File: src/rtl/insn_prefetch_queue_pkg.sv
// +----------------------------------------------------------------------------+
// | Module : insn_prefetch_queue_pkg                                           |
// | Brief  : Shared constants and queue entry type for the prefetch queue.     |
// | Rev    : 1.0  initial release                                              |
// +----------------------------------------------------------------------------+
`default_nettype none

package insn_prefetch_queue_pkg;

  localparam logic [31:0] NOP_INSN          = 32'h0000_0000;
  localparam logic [1:0]  ACCESS_WORD       = 2'b00;
  localparam logic [31:0] DEFAULT_BASE_ADDR = 32'h8002_0000;

  typedef struct packed {
    logic [31:0] pc;
    logic [31:0] insn;
  } pfq_entry_t;

endpackage

`default_nettype wire

File: src/rtl/insn_prefetch_queue_if.sv
// +----------------------------------------------------------------------------+
// | Module : insn_prefetch_queue_if                                            |
// | Brief  : IMEM request/response and decode/execute signals of the queue.    |
// | Rev    : 1.0  initial release                                              |
// +----------------------------------------------------------------------------+
`default_nettype none

interface insn_prefetch_queue_if;

  logic [31:0] imem_address;
  logic        imem_enable;
  logic        imem_rw;
  logic [1:0]  imem_access_size;
  logic        imem_busy;
  logic [31:0] imem_data_out;
  logic        stall;
  logic        do_branch;
  logic [31:0] pc_effective;
  logic [31:0] pc_out;
  logic [31:0] insn_out;
  logic        insn_valid;

  modport master (
    output imem_address, imem_enable, imem_rw, imem_access_size,
    output pc_out, insn_out, insn_valid,
    input  imem_busy, imem_data_out, stall, do_branch, pc_effective
  );

  modport slave (
    input  imem_address, imem_enable, imem_rw, imem_access_size,
    input  pc_out, insn_out, insn_valid,
    output imem_busy, imem_data_out, stall, do_branch, pc_effective
  );

endinterface

`default_nettype wire

File: src/rtl/insn_prefetch_queue_fifo.sv
// +----------------------------------------------------------------------------+
// | Module : pfq_fifo                                                          |
// | Brief  : DEPTH x {pc, insn} synchronous FIFO with push/pop/flush.          |
// | Rev    : 1.0  initial release                                              |
// +----------------------------------------------------------------------------+
`default_nettype none

module pfq_fifo
  import insn_prefetch_queue_pkg::*;
#(
  parameter  int DEPTH = 4,
  localparam int PTR_W = $clog2(DEPTH),
  localparam int CNT_W = $clog2(DEPTH + 1)
) (
  input  wire logic             clock,
  input  wire logic             reset,
  input  wire logic             push,
  input  wire pfq_entry_t       push_data,
  input  wire logic             pop,
  input  wire logic             flush,
  output pfq_entry_t            head,
  output logic [CNT_W-1:0]      count,
  output logic                  full,
  output logic                  empty
);

  pfq_entry_t       mem_q [DEPTH];
  logic [PTR_W-1:0] wr_ptr_q, wr_ptr_d;
  logic [PTR_W-1:0] rd_ptr_q, rd_ptr_d;
  logic [CNT_W-1:0] count_q, count_d;

  // DEPTH is a power of two, so pointer overflow is the modulo wrap.
  always_comb begin
    wr_ptr_d = wr_ptr_q;
    rd_ptr_d = rd_ptr_q;
    count_d  = count_q;
    if (flush) begin
      wr_ptr_d = '0;
      rd_ptr_d = '0;
      count_d  = '0;
    end else begin
      if (push) wr_ptr_d = wr_ptr_q + PTR_W'(1);
      if (pop)  rd_ptr_d = rd_ptr_q + PTR_W'(1);
      case ({push, pop})
        2'b10:   count_d = count_q + CNT_W'(1);
        2'b01:   count_d = count_q - CNT_W'(1);
        default: count_d = count_q;
      endcase
    end
  end

  always_ff @(posedge clock or posedge reset) begin
    if (reset) begin
      wr_ptr_q <= '0;
      rd_ptr_q <= '0;
      count_q  <= '0;
    end else begin
      wr_ptr_q <= wr_ptr_d;
      rd_ptr_q <= rd_ptr_d;
      count_q  <= count_d;
    end
  end

  always_ff @(posedge clock) begin
    if (push && !flush) mem_q[wr_ptr_q] <= push_data;
  end

  assign head  = mem_q[rd_ptr_q];
  assign count = count_q;
  assign full  = (count_q == CNT_W'(DEPTH));
  assign empty = (count_q == '0);

endmodule

`default_nettype wire

File: src/rtl/insn_prefetch_queue.sv
// +----------------------------------------------------------------------------+
// | Module : insn_prefetch_queue                                               |
// | Brief  : Sequential IMEM prefetcher feeding decode, flushed on redirect.   |
// |          Define PFQ_BYPASS_EN to forward a response straight to the head   |
// |          outputs when the queue is empty.                                  |
// | Rev    : 1.0  initial release                                              |
// +----------------------------------------------------------------------------+
`default_nettype none

module insn_prefetch_queue
  import insn_prefetch_queue_pkg::*;
#(
  parameter logic [31:0] BASE_ADDR = DEFAULT_BASE_ADDR,
  parameter int          DEPTH     = 4
) (
  input wire logic              clock,
  input wire logic              reset,
  insn_prefetch_queue_if.master bus
);

  localparam int CNT_W = $clog2(DEPTH + 1);

  logic [31:0]      fetch_pc_q, fetch_pc_d;
  logic [31:0]      issued_pc_q, issued_pc_d;
  logic             inflight_q, inflight_d;
  logic             tag_q, tag_d;
  logic             epoch_q, epoch_d;

  logic [CNT_W-1:0] fifo_count;
  logic             fifo_full;
  logic             fifo_empty;
  pfq_entry_t       fifo_head;
  pfq_entry_t       resp_entry;
  logic [CNT_W:0]   occupancy;
  logic             issue;
  logic             accept;
  logic             resp_ok;
  logic             bypass;
  logic             head_valid;
  logic             pop;
  logic             fifo_push;
  logic             fifo_pop;

  // Requests in flight count against capacity so a response always has a slot.
  always_comb begin
    occupancy  = (CNT_W + 1)'(fifo_count) + (CNT_W + 1)'(inflight_q);
    issue      = !reset && !bus.do_branch && (occupancy < (CNT_W + 1)'(DEPTH));
    accept     = issue && !bus.imem_busy;
    resp_ok    = inflight_q && (tag_q == epoch_q) && !bus.do_branch;
    resp_entry = '{pc: issued_pc_q, insn: bus.imem_data_out};
  end

`ifdef PFQ_BYPASS_EN
  assign bypass = fifo_empty && resp_ok;
`else
  assign bypass = 1'b0;
`endif

  always_comb begin
    head_valid     = !fifo_empty || bypass;
    bus.insn_valid = head_valid;
    bus.pc_out     = 32'h0;
    bus.insn_out   = NOP_INSN;
    if (!fifo_empty) begin
      bus.pc_out   = fifo_head.pc;
      bus.insn_out = fifo_head.insn;
    end else if (bypass) begin
      bus.pc_out   = resp_entry.pc;
      bus.insn_out = resp_entry.insn;
    end
    pop       = head_valid && !bus.stall && !bus.do_branch;
    fifo_pop  = pop && !fifo_empty;
    // A bypassed response consumed by decode this cycle never enters the queue.
    fifo_push = resp_ok && !(bypass && pop) && !fifo_full;
  end

  always_comb begin
    fetch_pc_d  = fetch_pc_q;
    issued_pc_d = issued_pc_q;
    inflight_d  = accept;
    tag_d       = tag_q;
    epoch_d     = epoch_q;
    if (bus.do_branch) begin
      fetch_pc_d = bus.pc_effective & ~32'h3;
      epoch_d    = ~epoch_q;
    end else if (accept) begin
      fetch_pc_d  = fetch_pc_q + 32'd4;
      issued_pc_d = fetch_pc_q;
      tag_d       = epoch_q;
    end
  end

  always_ff @(posedge clock or posedge reset) begin
    if (reset) begin
      fetch_pc_q  <= BASE_ADDR;
      issued_pc_q <= 32'h0;
      inflight_q  <= 1'b0;
      tag_q       <= 1'b0;
      epoch_q     <= 1'b0;
    end else begin
      fetch_pc_q  <= fetch_pc_d;
      issued_pc_q <= issued_pc_d;
      inflight_q  <= inflight_d;
      tag_q       <= tag_d;
      epoch_q     <= epoch_d;
    end
  end

  assign bus.imem_address     = fetch_pc_q;
  assign bus.imem_enable      = issue;
  assign bus.imem_rw          = 1'b1;
  assign bus.imem_access_size = ACCESS_WORD;

  pfq_fifo #(
    .DEPTH (DEPTH)
  ) u_fifo (
    .clock     (clock),
    .reset     (reset),
    .push      (fifo_push),
    .push_data (resp_entry),
    .pop       (fifo_pop),
    .flush     (bus.do_branch),
    .head      (fifo_head),
    .count     (fifo_count),
    .full      (fifo_full),
    .empty     (fifo_empty)
  );

endmodule

`default_nettype wire

File: src/flat_wrapper.sv
// flat-port wrapper written by rule: the top's interface ports become plain ports
module insn_prefetch_queue_flat import insn_prefetch_queue_pkg::*;
#(
  parameter logic [31:0] BASE_ADDR = DEFAULT_BASE_ADDR,
  parameter int          DEPTH     = 4
)
  (clock, reset, bus_imem_address, bus_imem_enable, bus_imem_rw, bus_imem_access_size, bus_pc_out, bus_insn_out, bus_insn_valid, bus_imem_busy, bus_imem_data_out, bus_stall, bus_do_branch, bus_pc_effective);
  insn_prefetch_queue_if bus_i ();
  input wire logic clock;
  input wire logic reset;
  output wire logic [$bits(bus_i.imem_address)-1:0] bus_imem_address;
  output wire logic [$bits(bus_i.imem_enable)-1:0] bus_imem_enable;
  output wire logic [$bits(bus_i.imem_rw)-1:0] bus_imem_rw;
  output wire logic [$bits(bus_i.imem_access_size)-1:0] bus_imem_access_size;
  output wire logic [$bits(bus_i.pc_out)-1:0] bus_pc_out;
  output wire logic [$bits(bus_i.insn_out)-1:0] bus_insn_out;
  output wire logic [$bits(bus_i.insn_valid)-1:0] bus_insn_valid;
  input wire logic [$bits(bus_i.imem_busy)-1:0] bus_imem_busy;
  input wire logic [$bits(bus_i.imem_data_out)-1:0] bus_imem_data_out;
  input wire logic [$bits(bus_i.stall)-1:0] bus_stall;
  input wire logic [$bits(bus_i.do_branch)-1:0] bus_do_branch;
  input wire logic [$bits(bus_i.pc_effective)-1:0] bus_pc_effective;
  assign bus_imem_address = bus_i.imem_address;
  assign bus_imem_enable = bus_i.imem_enable;
  assign bus_imem_rw = bus_i.imem_rw;
  assign bus_imem_access_size = bus_i.imem_access_size;
  assign bus_pc_out = bus_i.pc_out;
  assign bus_insn_out = bus_i.insn_out;
  assign bus_insn_valid = bus_i.insn_valid;
  assign bus_i.imem_busy = bus_imem_busy;
  assign bus_i.imem_data_out = bus_imem_data_out;
  assign bus_i.stall = bus_stall;
  assign bus_i.do_branch = bus_do_branch;
  assign bus_i.pc_effective = bus_pc_effective;
  insn_prefetch_queue #(.BASE_ADDR(BASE_ADDR), .DEPTH(DEPTH)) u_core (.clock(clock), .reset(reset), .bus(bus_i));
endmodule
File: config.mk
export PLATFORM = sky130hd
export DESIGN_NAME = insn_prefetch_queue_flat
export DESIGN_NICKNAME = d
export VERILOG_FILES = /design/src/rtl/insn_prefetch_queue_pkg.sv /design/src/rtl/insn_prefetch_queue_if.sv /design/src/rtl/insn_prefetch_queue_fifo.sv /design/src/rtl/insn_prefetch_queue.sv /design/src/flat_wrapper.sv
export SDC_FILE = /design/constraint.sdc
export NUM_CORES = 1
export LEC_CHECK = 0
export BUFFER_PORTS_ARGS = -buffer_cell sky130_fd_sc_hd__buf_2
export CELL_PAD_IN_SITES_DETAIL_PLACEMENT = 0
export CELL_PAD_IN_SITES_GLOBAL_PLACEMENT = 1
export CORE_MARGIN = 3
export CORE_UTILIZATION = 52
export CTS_CLUSTER_SIZE = 16
export DETAILED_ROUTE_END_ITERATION = 10
export PLACE_DENSITY = 0.83
export SYNTH_ARGS = -nofsm -noshare
export SYNTH_HDL_FRONTEND = slang
export SYNTH_SLANG_ARGS = --single-unit
File: constraint.sdc
create_clock -name clock -period 7.95 [get_ports clock]
set_input_delay 1.59 -clock clock [delete_from_list [all_inputs] [get_ports clock]]
set_output_delay 1.59 -clock clock [all_outputs]
set_load 0.01 [all_outputs]
==> impl_metrics.json <==
{
  "use_met3": 0.04288,
  "wire_per_inst_um": 20.86,
  "finalNetCount": 1036,
  "r2r_cells": 6,
  "drc": 0,
  "cts_sinks": 318,
  "path_max_fanout": 38,
  "fin_skew_ns": 0.01982,
  "design_area_um2": 15130,
  "wl_um": 27350,
  "synth.top_cell.area_share": 0.5740,
  "io_buffers": 160,
  "place_inst": 1249,
  "r2r-start": "u_core.u_fifo.count[0]",
  "cp-start-kind": "flop",
  "grt_usage": 0.2056,
  "top_usage_layer": "met2",
  "gp_congestion": 0.8133,
  "grt_overflow": 0,
  "p_leak_nw": 5.669,
  "final_cells": 1311,
  "first_pass_iters": 5,
  "clock_latency_ns": 0.50,
  "hold_start": "u_core.tag_q",
  "dp_hpwl_um": 15490,
  "htreeDepth": 2,
  "synthesis.area_um2": 12970,
  "utilization": 0.6203,
  "hold_depth": 2,
  "holdPathEnd": "u_core.tag_q",
  "crit_type": "reg2out",
  "synth-edff-count": 248,
  "grt_use_met2": 0.3189,
  "ys_warn_count": 0,
  "die_area_um2": 26880,
  "postCtsSetupBuffers": 0,
  "core_area_um2": 24390,
  "regToRegSetupSlack_ns": 5.22,
  "final_layout_size_suffix_gt1_frac": 0.3002,
  "synthCells": 805,
  "clockBufferDepth": 3,
  "synth-async-reset-ratio": 0.2201,
  "drtIter0Drc": 588,
  "place_area_um2": 13990,
  "fin_crit_ns": 4.579,
  "synth_area_leader_cell": "edfxtp_1",
  "grt_antenna_before_repair": 2,
  "power_mw": 3.892,
  "synth_flop_cell": "edfxtp_1",
  "period_share": 0.5760,
  "cts.clk_slew.worst_paths_ns": 0.06,
  "viasPerCell": 5.711,
  "avgSynthCellArea_um2": 16.12,
  "max-slew-margin-rel": 0.3143,
  "power.density_nw_per_um2": 257.3,
  "die_w_um": 164.0,
  "ios": 170,
  "initial_core_util": 0.5319,
  "ys_seq_elements": 318,
  "grt_pass1_vias": 7481,
  "hold_ws_ns": 0.5086,
  "met1_usage": 0.2978,
  "drtAntennaViolNets": 0,
  "yosysMostFrequentCell": "edfxtp_1",
  "ir_drop_mv": 0.1365,
  "drv_slew": 0,
  "fin_setup_tns_ns": 0,
  "maxCapViolCount": 0,
  "ys_types": 50,
  "outcome": "completed",
  "min_path_type": "reg2reg",
  "worstSetupEndpointType": "primary output",
  "layout_setup_ws_ns": 3.371,
  "rsz0062_at_grt": "false",
  "areaGrowthSynthToFinish_pct": 16.62,
  "synth_seq_area_share": 0.7092,
  "synth_area_leaders": "edfxtp_1 57%, dfrtp_1 13%, mux4_2 11%, nand2_1 3.7%, nor2b_1 3.0%",
  "cts_root_buf": "clkbuf_16",
  "num_rows": 57,
  "cts_buffers": 34,
  "required_ns": 6.36,
  "setup_viol": 0,
  "tightest_slew_ns": 1.029,
  "hold_viol": 0,
  "grt_pass1_wl_um": 42230,
  "place_worst_setup_slack_ns": 3.477,
  "cts-hold-fix-buffers": 0,
  "r2r_end": "u_core.bus.imem_address[28]",
  "synth_commonest_cells": "248 x edfxtp_1, 129 x nand2_1, 68 x dfrtp_1, 62 x mux4_2, 62 x nor2b_1",
  "cp.arrival_ns": 2.99,
  "grt_max_degree": 64,
  "fmax_mhz": 218.4,
  "vias": 7487,
  "post_cts_resized": 0,
  "die_y_um": 164.0,
  "cts_tree": "yes"
}
==> metal layers <==
| layer | vias up | part of all wire |
|---|---|---|
| li1 | 3386 | - |
| met4 | 2 | 0.022 |
| met5 | - | 0.00073 |
| met1 | 3793 | 0.44 |
| met3 | 51 | 0.060 |
| met2 | 255 | 0.48 |
==> state kept, by name, indices dropped and copies added, names as in the netlist <==
name,flops
u_core.tag_q,1
u_core.epoch_q,1
u_core.u_fifo.mem_q,248
u_core.u_fifo.rd_ptr_q,2
u_core.u_fifo.count,3
u_core.u_fifo.wr_ptr_q,2
u_core.issued_pc_q,30
u_core.bus.imem_address,30
u_core.inflight_q,1
==> worst max path at each step <==
| stage | from | endpoint |
|---|---|---|
| after floorplan | bus_do_branch | u_core.u_fifo.mem_q[0][0] |
| after global placement | bus_do_branch | bus_imem_enable |
| after detailed placement | bus_do_branch | bus_imem_enable |
| after CTS | u_core.u_fifo.rd_ptr_q[0] | bus_pc_out[14] |
| after global routing | u_core.u_fifo.rd_ptr_q[0] | bus_pc_out[14] |
| final | u_core.u_fifo.rd_ptr_q[0] | bus_pc_out[14] |
==> cells in the final DEF (no fill, tap or decap), types with 7 or more instances in the layout <==
cell and n:
nor2b_1 62, clkbuf_1 9, edfxtp_1 248, clkbuf_16 35, nor2_1 18, nand4_1 8, o21ai_0 20, mux4_2 62
o211ai_1 9, dfrtp_1 66, buf_2 160, nand2_1 129, nand3_1 20, conb_1 7
==> area by class of cell <==
| type | instances | area, um2 |
|---|---|---|
| diodes | 1 | 2.502 |
| clock buffers | 49 | 978.4 |
| clock inverters | 12 | 158.9 |
| fillers | 1876 | 9261 |
| inverters | 8 | 35.03 |
| multi-input cells | 433 | 3495 |
| flip-flops and latches | 318 | 9209 |
| well taps | 324 | 405.4 |
| repair buffers | 166 | 845.8 |
==> where the power goes <==
| group | switching [mW] | internal (mW) | leakage, nW | total [mW] |
|---|---|---|---|---|
| combinational | 0.180 | 0.139 | 1.99 | 0.319 |
| clock | 0.597 | 0.985 | 0.557 | 1.58 |
| sequential | 0.0907 | 1.90 | 3.12 | 1.99 |
==> worst max-delay path: stages (launching register included) <==
cell,delay [ns]
dfrtp_4,0.80
buf_4,0.73
mux4_2,0.58
nor2b_1,0.17
buf_2,0.18
==> logic make-up (layout without fill, tap and decap cells) <==
| group | count (synthesis) | in the layout | share of synthesized area |
|---|---|---|---|
| flip-flops | 318 | 318 | 0.7092 |
| AND/OR/NAND/NOR | 277 | 277 | 0.1057 |
| AO/OA/AOI/OAI | 69 | 69 | 0.03800 |
| multiplexers | 66 | 66 | 0.1107 |
| buffers and inverters | 59 | 235 | 0.02401 |
| XOR/XNOR | 8 | 8 | 0.005401 |
| adder cells (fa/ha/maj) | 6 | 6 | 0.006365 |
| other | 2 | 8 | 0.0005789 |
Power figures use the tool's default switching activity.
